<file path="src/rtl/sand_pkg.sv">
// Shared definitions for the brush command queue: bus action codes and the
// command entry layout. Optional readback is enabled with BRUSH_CMD_READBACK_EN.
package sand_pkg;

    typedef enum logic [2:0] {
        ACT_X       = 3'd0,
        ACT_Y       = 3'd1,
        ACT_RADIUS  = 3'd2,
        ACT_TYPE    = 3'd3,
        ACT_COMMIT  = 3'd4,
        ACT_CLR_ERR = 3'd5,
        ACT_FLUSH   = 3'd6
    } action_t;

    localparam int COORD_W_DEF = 8;
    localparam int TYPE_W_DEF  = 3;

    // Default-width layout; modules re-declare the same field order with their own widths.
    typedef struct packed {
        logic [COORD_W_DEF-1:0] x;
        logic [COORD_W_DEF-1:0] y;
        logic [COORD_W_DEF-1:0] radius;
        logic [TYPE_W_DEF-1:0]  kind;
    } brush_cmd_t;

    function automatic int brush_cmd_width(int coord_w, int type_w);
        return 3 * coord_w + type_w;
    endfunction

endpackage

</file>
<file path="src/rtl/brush_cmd_queue_if.sv">
// Register bus and command-stream signals of brush_cmd_queue.
// BRUSH_CMD_READBACK_EN adds read_enable/readdata.
interface brush_cmd_queue_if #(
    parameter int COORD_W = 8,
    parameter int TYPE_W  = 3,
    parameter int DEPTH   = 4
);
    logic                       chipselect;
    logic                       write_enable;
    logic [2:0]                 action;
    logic [COORD_W-1:0]         payload;
    logic                       cmd_valid;
    logic                       cmd_ready;
    logic [COORD_W-1:0]         cmd_x;
    logic [COORD_W-1:0]         cmd_y;
    logic [COORD_W-1:0]         cmd_radius;
    logic [TYPE_W-1:0]          cmd_type;
    logic [$clog2(DEPTH+1)-1:0] count;
    logic                       error;
`ifdef BRUSH_CMD_READBACK_EN
    logic                       read_enable;
    logic [15:0]                readdata;
`endif

    modport slave (
`ifdef BRUSH_CMD_READBACK_EN
        input  read_enable,
        output readdata,
`endif
        input  chipselect, write_enable, action, payload, cmd_ready,
        output cmd_valid, cmd_x, cmd_y, cmd_radius, cmd_type, count, error
    );

    modport master (
`ifdef BRUSH_CMD_READBACK_EN
        output read_enable,
        input  readdata,
`endif
        output chipselect, write_enable, action, payload, cmd_ready,
        input  cmd_valid, cmd_x, cmd_y, cmd_radius, cmd_type, count, error
    );

endinterface

</file>
<file path="src/rtl/sand_sync_fifo.sv">
// Synchronous FIFO with registered head output, same-cycle push/pop when full,
// and a single-cycle flush that overrides pop.
module sand_sync_fifo #(
    parameter int WIDTH = 8,
    parameter int DEPTH = 4
) (
    input  logic                       clk,
    input  logic                       reset,
    input  logic                       push,
    input  logic                       pop,
    input  logic                       flush,
    input  logic [WIDTH-1:0]           wdata,
    output logic [WIDTH-1:0]           rdata,
    output logic                       full,
    output logic                       empty,
    output logic [$clog2(DEPTH+1)-1:0] count
);
    localparam int PW = $clog2(DEPTH);
    localparam int CW = $clog2(DEPTH+1);

    logic [WIDTH-1:0] mem [DEPTH];
    logic [PW-1:0]    wptr, rptr, head_idx;
    logic             push_ok, pop_ok;

    assign empty    = (count == '0);
    assign full     = (count == CW'(DEPTH));
    assign pop_ok   = pop && !empty && !flush;
    assign push_ok  = push && !flush && (!full || pop_ok);
    assign head_idx = pop_ok ? PW'(rptr + PW'(1)) : rptr;

    always_ff @(posedge clk) begin
        if (push_ok)
            mem[wptr] <= wdata;
    end

    always_ff @(posedge clk or posedge reset) begin
        if (reset) begin
            wptr  <= '0;
            rptr  <= '0;
            count <= '0;
            rdata <= '0;
        end else if (flush) begin
            wptr  <= '0;
            rptr  <= '0;
            count <= '0;
        end else begin
            if (push_ok)
                wptr <= PW'(wptr + PW'(1));
            rptr <= head_idx;
            if (push_ok && !pop_ok)
                count <= CW'(count + CW'(1));
            else if (pop_ok && !push_ok)
                count <= CW'(count - CW'(1));
            // The slot becoming head is the one being written only when the queue drains to it.
            rdata <= (push_ok && (wptr == head_idx)) ? wdata : mem[head_idx];
        end
    end

endmodule

</file>
<file path="src/rtl/brush_cmd_queue.sv">
// Staged brush registers written over a simple bus, committed into a command FIFO.
// BRUSH_CMD_READBACK_EN adds a registered register readback port.
module brush_cmd_queue
    import sand_pkg::*;
#(
    parameter int COORD_W   = 8,
    parameter int TYPE_W    = 3,
    parameter int NUM_TYPES = 4,
    parameter int DEPTH     = 4
) (
    input  logic              clk,
    input  logic              reset,
    brush_cmd_queue_if.slave  bus
);
    localparam int W = brush_cmd_width(COORD_W, TYPE_W);

    typedef struct packed {
        logic [COORD_W-1:0] x;
        logic [COORD_W-1:0] y;
        logic [COORD_W-1:0] radius;
        logic [TYPE_W-1:0]  kind;
    } entry_t;

    entry_t         stg;
    logic [W-1:0]   head_bits;
    entry_t         head;
    action_t        act;
    logic           wr, pop, push, flush, full, empty, type_bad, error_q;

    assign act      = action_t'(bus.action);
    assign wr       = bus.chipselect && bus.write_enable;
    assign pop      = !empty && bus.cmd_ready;
    assign type_bad = (32'(stg.kind) >= 32'(NUM_TYPES));
    assign push     = wr && (act == ACT_COMMIT) && !type_bad;
    assign flush    = wr && (act == ACT_FLUSH);
    assign head     = entry_t'(head_bits);

    sand_sync_fifo #(.WIDTH(W), .DEPTH(DEPTH)) u_fifo (
        .clk   (clk),
        .reset (reset),
        .push  (push),
        .pop   (pop),
        .flush (flush),
        .wdata (stg),
        .rdata (head_bits),
        .full  (full),
        .empty (empty),
        .count (bus.count)
    );

    always_ff @(posedge clk or posedge reset) begin
        if (reset) begin
            stg     <= '0;
            error_q <= 1'b0;
        end else if (wr) begin
            case (act)
                ACT_X:       stg.x      <= bus.payload;
                ACT_Y:       stg.y      <= bus.payload;
                ACT_RADIUS:  stg.radius <= bus.payload;
                ACT_TYPE:    stg.kind   <= bus.payload[TYPE_W-1:0];
                ACT_COMMIT:  if (type_bad || (full && !pop)) error_q <= 1'b1;
                ACT_CLR_ERR: error_q <= 1'b0;
                ACT_FLUSH:   ;
                default:     error_q <= 1'b1;
            endcase
        end
    end

    assign bus.cmd_valid  = !empty;
    assign bus.cmd_x      = head.x;
    assign bus.cmd_y      = head.y;
    assign bus.cmd_radius = head.radius;
    assign bus.cmd_type   = head.kind;
    assign bus.error      = error_q;

`ifdef BRUSH_CMD_READBACK_EN
    logic [15:0] rd_q;

    always_ff @(posedge clk or posedge reset) begin
        if (reset)
            rd_q <= '0;
        else if (bus.chipselect && bus.read_enable) begin
            case (act)
                ACT_X:      rd_q <= 16'(stg.x);
                ACT_Y:      rd_q <= 16'(stg.y);
                ACT_RADIUS: rd_q <= 16'(stg.radius);
                ACT_TYPE:   rd_q <= 16'(stg.kind);
                ACT_COMMIT: rd_q <= 16'({error_q, bus.count});
                default:    rd_q <= '0;
            endcase
        end
    end

    assign bus.readdata = rd_q;
`endif

endmodule
</file>
<file path="src/flat_wrapper.sv">
// flat-port wrapper written by rule: the top's interface ports become plain ports
module brush_cmd_queue_flat import sand_pkg::*;
#(
    parameter int COORD_W   = 8,
    parameter int TYPE_W    = 3,
    parameter int NUM_TYPES = 4,
    parameter int DEPTH     = 4
)
  (clk, reset, bus_chipselect, bus_write_enable, bus_action, bus_payload, bus_cmd_ready, bus_cmd_valid, bus_cmd_x, bus_cmd_y, bus_cmd_radius, bus_cmd_type, bus_count, bus_error);
  brush_cmd_queue_if #(.COORD_W(COORD_W), .TYPE_W(TYPE_W), .DEPTH(DEPTH)) bus_i ();
  input  logic clk;
  input  logic reset;
  input wire logic [$bits(bus_i.chipselect)-1:0] bus_chipselect;
  input wire logic [$bits(bus_i.write_enable)-1:0] bus_write_enable;
  input wire logic [$bits(bus_i.action)-1:0] bus_action;
  input wire logic [$bits(bus_i.payload)-1:0] bus_payload;
  input wire logic [$bits(bus_i.cmd_ready)-1:0] bus_cmd_ready;
  output wire logic [$bits(bus_i.cmd_valid)-1:0] bus_cmd_valid;
  output wire logic [$bits(bus_i.cmd_x)-1:0] bus_cmd_x;
  output wire logic [$bits(bus_i.cmd_y)-1:0] bus_cmd_y;
  output wire logic [$bits(bus_i.cmd_radius)-1:0] bus_cmd_radius;
  output wire logic [$bits(bus_i.cmd_type)-1:0] bus_cmd_type;
  output wire logic [$bits(bus_i.count)-1:0] bus_count;
  output wire logic [$bits(bus_i.error)-1:0] bus_error;
  assign bus_i.chipselect = bus_chipselect;
  assign bus_i.write_enable = bus_write_enable;
  assign bus_i.action = bus_action;
  assign bus_i.payload = bus_payload;
  assign bus_i.cmd_ready = bus_cmd_ready;
  assign bus_cmd_valid = bus_i.cmd_valid;
  assign bus_cmd_x = bus_i.cmd_x;
  assign bus_cmd_y = bus_i.cmd_y;
  assign bus_cmd_radius = bus_i.cmd_radius;
  assign bus_cmd_type = bus_i.cmd_type;
  assign bus_count = bus_i.count;
  assign bus_error = bus_i.error;
  brush_cmd_queue #(.COORD_W(COORD_W), .TYPE_W(TYPE_W), .NUM_TYPES(NUM_TYPES), .DEPTH(DEPTH)) u_core (.clk(clk), .reset(reset), .bus(bus_i));
endmodule
</file>
<file path="config.mk">
export PLATFORM = sky130hd
export DESIGN_NAME = brush_cmd_queue_flat
export DESIGN_NICKNAME = d
export VERILOG_FILES = /design/src/rtl/sand_pkg.sv /design/src/rtl/brush_cmd_queue_if.sv /design/src/rtl/sand_sync_fifo.sv /design/src/rtl/brush_cmd_queue.sv /design/src/flat_wrapper.sv
export SDC_FILE = /design/constraint.sdc
export NUM_CORES = 1
export LEC_CHECK = 0
export CAP_MARGIN = 25
export CORE_MARGIN = 2
export CORE_UTILIZATION = 30
export CTS_BUF_LIST = sky130_fd_sc_hd__clkbuf_16
export DETAILED_ROUTE_END_ITERATION = 12
export PLACE_DENSITY = 0.42
export SETUP_SLACK_MARGIN = 0.15
export SLEW_MARGIN = 20
export SYNTH_ARGS = -nofsm -noshare
export SYNTH_HDL_FRONTEND = slang
export SYNTH_SLANG_ARGS = --single-unit
</file>
<file path="constraint.sdc">
create_clock -name clk -period 3 [get_ports clk]
set_input_delay 0.6 -clock clk [delete_from_list [all_inputs] [get_ports clk]]
set_output_delay 0.6 -clock clk [all_outputs]
set_load 0.03 [all_outputs]
</file>
[After elaboration in Yosys (flattened, before gate mapping)]
Memory sizes are Yosys's and may differ from the RTL's. A register that Yosys moved wholly into a read port is not among the register bits.
Cells that the tools add are included.
Storage, ports and cells
  flip-flop bits (word level): 35
  RAM bits: 108
  output and inout bits: 32
  memories: 1
Memory list
  u_core.u_fifo.mem: words 4, bits a word 27, read ports 1, clocked after memory_dff 1, write ports 1, RTL line sand_sync_fifo.sv:21  | logic [WIDTH-1:0] mem [DEPTH];
Cells by class
  add/subtract/negate cells: 4
  magnitude comparators: 1
  equality and inequality tests: 8
  multiplexer cells: 11
  bitwise operators: 1
  reductions and logical operators: 32
Operator list (count)
  $eq 3x3->1 const B: 4
  $logic_and 1x1->1: 12
  $mux 3: 3
  $logic_not 1->1: 8
  $mux 2: 4
  $reduce_and 2->1: 4
  $eq 3x2->1 const B: 2
  $logic_not 3->1: 2
  $reduce_or 5->1: 1
  $add 2x1->2 const B: 2
  $add 3x1->3 const B: 1
  $eq 3x1->1 const B: 1
  $ge 3x3->1 const B: 1
  $mux 1: 3
  $pmux 1 s3: 1
  $reduce_and 3->1: 1
  $reduce_bool 3->1: 1
  $sub 3x1->3 const B: 1
  $logic_or 1x1->1: 2
  $ne 2x2->1 const B: 1
  $reduce_bool 2->1: 1
  $not 1->1: 1

[Logic depth before layout (Yosys ltp)]
  depth in word-level cells: 12
  depth in mapped cells: 11
  mapped depth without buffers: 8

[By module]
From an unflattened synthesis, not the netlist that was laid out.
Unflattened totals
  cells, all modules: 490
  area total of the unflattened synthesis: 8099.0 sq um
By module, submodules not included
  sand_sync_fifo: instances 1, cells an instance 414, area an instance 6905.4 sq um, sequential area each 4093.9 sq um
  brush_cmd_queue: instances 1, cells an instance 76, area an instance 1193.6 sq um, sequential area each 700.7 sq um

[Worst setup path before layout]
OpenSTA, ideal clock, no wires.
  kind: input to register
  from: in bus_action[1]
  to: reg u_core.u_fifo.count[2]
  setup time: 78 ps
  arrival time: 2739 ps
  data required time: 2922 ps
  setup slack: 183 ps
  stages on the path: 11
  cell sequence: buf_2 > nor2b_2 > a21oi_4 > inv_6 > buf_6 > buf_6 > ha_1 > fa_1 > xnor2_1 > or3_1 > a21oi_1
On the way
  cells in the longest elaborated chain, start to end: 9
  elaborated cells on any way between the ends: 17
  classes of those cells: eq/ne: 2; mux: 2; reduce/logical: 13
Ends and longest elaborated chain
  start, declared: RTL line flat_wrapper.sv:15  | input wire logic [$bits(bus_i.action)-1:0] bus_action;
  $eq 3x3->1: RTL line brush_cmd_queue.sv:35  | assign flush = wr && (act == ACT_FLUSH);
  $logic_and 1x1->1: RTL line brush_cmd_queue.sv:35
  $logic_not 1->1: RTL line sand_sync_fifo.sv:27, sand_sync_fifo.sv:28
  $logic_and 1x1->1: RTL line sand_sync_fifo.sv:27  | assign pop_ok = pop && !empty && !flush;
  $logic_or 1x1->1: RTL line sand_sync_fifo.sv:28  | assign push_ok = push && !flush && (!full || pop_ok);
  $logic_and 1x1->1: RTL line sand_sync_fifo.sv:28
  $logic_and 1x1->1 or $logic_not 1->1 (tied branches): RTL line sand_sync_fifo.sv:50, sand_sync_fifo.sv:52
  $mux 3 or $logic_and 1x1->1 (tied branches): RTL line sand_sync_fifo.sv:50, sand_sync_fifo.sv:52
  $mux 3 or $reduce_bool 3->1 (tied branches)
  end signal, assigned: RTL line sand_sync_fifo.sv:51  | count <= CW'(count + CW'(1));
  end signal, assigned: RTL line sand_sync_fifo.sv:53  | count <= CW'(count - CW'(1));
  end, declared: RTL line sand_sync_fifo.sv:16  | output logic [$clog2(DEPTH+1)-1:0] count
Parallel ways exist; a longest one is shown, timed or not.
A chain may end at the register's enable or synchronous reset.

[Final worst setup path]
  from: in bus_cmd_ready
  to: reg u_core.u_fifo.rdata[11], read port of u_core.u_fifo.mem
On the way
  cells in the longest elaborated chain, start to end: 4
Ends and longest elaborated chain
  start, declared: RTL line flat_wrapper.sv:17  | input wire logic [$bits(bus_i.cmd_ready)-1:0] bus_cmd_ready;
  $logic_and 1x1->1: RTL line brush_cmd_queue.sv:32  | assign pop = !empty && bus.cmd_ready;
  $logic_and 1x1->1 (2 in a row): RTL line sand_sync_fifo.sv:27
  $mux 2: RTL line sand_sync_fifo.sv:29  | assign head_idx = pop_ok ? PW'(rptr + PW'(1)) : rptr;
  end, declared: RTL line sand_sync_fifo.sv:13  | output logic [WIDTH-1:0] rdata,
Every way passes these cells.

==> flow_metrics.py <==
metrics = {
    "synth": {
        "synth_top_cell_by_area": "edfxtp_1",
        "yosysUniqueCellTypes": 56,
        "synth-compound-area-share": 0.185,
        "yosysWarnings": 0,
        "synthSimpleGateAreaFrac": 0.0421,
        "yosysTopAreaCellShare": 0.407,
        "synth_common_cells": "edfxtp_1 (108), dfrtp_1 (62), mux2_2 (52), nand2_1 (36), mux2i_1 (30)",
        "syn_area_mm2": 0.00797,
        "synth-edff-count": 108,
        "synth_top_family_by_area": "compound AO/OA/AOI/OAI gates",
        "synth_seq_cells": 170,
        "synthMuxAreaShare": 0.124,
        "synth-main-ff-cell": "edfxtp_1",
        "synth_xor_area_frac": 0.00549,
        "synth_adder_area_share": 0.0104,
        "yosysSeqAreaShare": 0.601,
        "ys_async_sr_fraction": 0.365,
        "netlist_instances": 562,
        "synth_nets": 584,
        "synth_area_leaders": "edfxtp_1 (41%), dfrtp_1 (19%), mux2_2 (7.3%)",
        "synth.most_common_cell": "edfxtp_1",
        "synth_area_per_cell_um2": 14.2,
    },
    "sta": {
        "finalHoldViolations": 0,
        "min_period_ns": 2.53,
        "timing.fmax_mhz": 395,
        "slew-limit-headroom": 0.578,
        "fin_crit_sh": 0.844,
        "hold-worst-slack_ns": 0.493,
        "worst_pin_slew_ns": 0.633,
        "finalMaxSlewViolations": 0,
        "finalClockSkew_ns": 0.00889,
        "final-setup-viol-count": 0,
        "tns_ns": 0,
        "rsz0062_at_grt": "false",
    },
    "worst_setup_path": {
        "ff2ff_setup_slack_ns": 0.56,
        "crit_path_end_kind": "register",
        "critical_path_arrival_ns": 2.85,
        "crit_fanout": 27,
        "required_ns": 3.32,
        "critPathKind": "input port to register",
        "start_kind": "input port",
    },
    "floorplan": {
        "die_area_mm2": 0.0279,
        "initial_core_util": 0.306,
        "num_rows": 59,
        "io_pins": 48,
        "die_w_um": 167,
        "coreArea_mm2": 0.0261,
        "die_h_um": 167,
    },
    "clock_tree": {
        "clk_pin_slew_ns": 0.07,
        "numCtsBuffers": 17,
        "post_cts.repair.setup_buffers": 0,
        "ctsRootBufferMaster": "clkbuf_16",
        "clkSinkCount": 170,
        "ctsResizeCount": 0,
        "clk_latency_ns": 0.43,
        "cts.hold.buffers_added": 0,
        "tritoncts": "done",
        "cts.path.max_buffers": 2,
        "cts_htree_levels": 4,
    },
    "routing": {
        "routed_wl_mm": 22.8,
        "via_count": 5193,
        "drt_iter0_drc": 438,
        "drt_pass1_iterations": 5,
        "vias_per_cell": 5.36,
        "drcViolationCount": 0,
        "wl_per_cell_um": 23.5,
        "ant_nets": 0,
    },
    "finish": {
        "num_antenna_cells": 0,
        "nets": 642,
        "utilization": 0.369,
        "final_layout_size_suffix_gt1_frac": 0.250,
        "fillers": 2505,
        "final_cells": 968,
        "areaGrowthSynthToFinish_pct": 20.7,
    },
    "global_route": {
        "grt_pass1_wl_mm": 34.9,
        "grt.overflow.total": 0,
        "grtUsageTotal": 0.168,
        "antenna_found_initial": 0,
        "grt_pass1_vias": 5454,
        "grt_max_degree": 63,
    },
    "run": {
        "drv_cap": 0,
    },
    "placement": {
        "portBuffers": 47,
        "hpwl_mm": 13.5,
        "dp_cells": 936,
        "gp_congestion": 0.745,
    },
    "pwr": {
        "p_leak_nw": 3.49,
        "ir_drop_uv": 366,
        "powerDensity_mw_per_mm2": 964,
    },
    "run_status": {
        "outcome": "finished, final reports clean",
    },
    "hold_path": {
        "hold_class": "register to register",
    },
}
==> path summary, 6_finish.rpt <==
| check | end | start | cells after the start |
|---|---|---|---|
| hold / removal | u_core.u_fifo.rdata[23] | u_core.u_fifo.rdata[23] | 2 |
| setup / recovery | u_core.u_fifo.rdata[11] | bus_cmd_ready | 8 |
| max in group asynchronous | u_core.u_fifo.rptr[1] | reset | 3 |
| min in group asynchronous | u_core.u_fifo.rdata[23] | reset | 3 |
| hold reg to reg | u_core.u_fifo.rdata[23] | u_core.u_fifo.rdata[23] | 2 |
| setup reg to reg | u_core.u_fifo.rdata[11] | u_core.u_fifo.count[2] | 6 |
==> cell families (layout without fill, tap and decap cells) <==
group / after synthesis / count (layout)
AO/OA/AOI/OAI: 172 / 172
XOR/XNOR: 5 / 5
adder cells (fa/ha/maj): 6 / 6
buffers and inverters: 53 / 124
flip-flops: 170 / 170
multiplexers: 87 / 87
AND/OR/NAND/NOR: 69 / 69
==> layout make-up <==
type                    instances  area [µm²]  share of cell area
clock buffers                  17         425              0.0442
clock inverters                15         151              0.0157
inverters                      10        42.5             0.00442
multi-input cells             339        2950               0.307
flip-flops and latches        170        4800               0.498
well taps                     335         419              0.0436
repair buffers                 82         833              0.0866
==> report_power, final <==
group	internal, mW	leakage (nW)	switching (mW)
clock	1.11	0.282	1.04
combinational	1.66	1.49	2.18
sequential	2.93	1.72	0.360
==> sequential cells by signal, summed over array words and instances (netlist names) <==
signal and cells:
u_core.u_fifo.mem 108, u_core.stg 27, u_core.u_fifo.rptr 2, u_core.u_fifo.count 3, u_core.u_fifo.rdata 27, u_core.bus.error 1, u_core.u_fifo.wptr 2
==> layer usage <==
layer | global-route usage | up-vias | share of wire
met5 | 0 | - | 0
met1 | 0.240 | 2686 | 0.47
met2 | 0.269 | 116 | 0.48
met3 | 0.0261 | 14 | 0.035
met4 | 0.0409 | 0 | 0.011
li1 | - | 2377 | -
==> through the flow <==
| stage | cell area, µm² | setup slack, ns | total power, mW |
|---|---|---|---|
| after floorplan | 7970 | 0.183 | 5.76 |
| after global placement | 9040 | 0.0680 | 7.18 |
| after detailed placement | 9040 | 0.00551 | 7.22 |
| after CTS | 9620 | 0.437 | 9.40 |
| after global routing | 9620 | 0.308 | 9.79 |
| final | 9620 | 0.469 | 9.27 |
==> cell usage in the layout, fill, tap and decap left out, types with 4 or more instances in the layout <==
| cell | instances |
|---|---|
| edfxtp_1 | 108 |
| dfrtp_1 | 61 |
| mux2_2 | 52 |
| clkdlybuf4s50_1 | 47 |
| nand2_1 | 36 |
| mux2i_1 | 30 |
| o211ai_1 | 29 |
| buf_4 | 27 |
| o21ai_0 | 25 |
| a21o_1 | 24 |
| o22ai_1 | 23 |
| a222oi_1 | 23 |
| o311ai_2 | 20 |
| clkbuf_16 | 17 |
| nor2_1 | 8 |
| buf_12 | 8 |
| inv_1 | 7 |
| o311ai_1 | 6 |
| a21oi_1 | 5 |
| ha_1 | 5 |
| inv_6 | 4 |
| and2_1 | 4 |
| clkinv_4 | 4 |
| inv_8 | 4 |
==> critical path, cell delays in order <==
cell             delay, ns
clkdlybuf4s50_1       0.51
buf_4                 0.14
o31ai_4               0.09
a21oi_4               0.18
buf_4                 0.22
mux2_4                0.33
o21a_4                0.40
o311ai_1              0.37
Note: power is estimated with default switching activity, not from simulation.
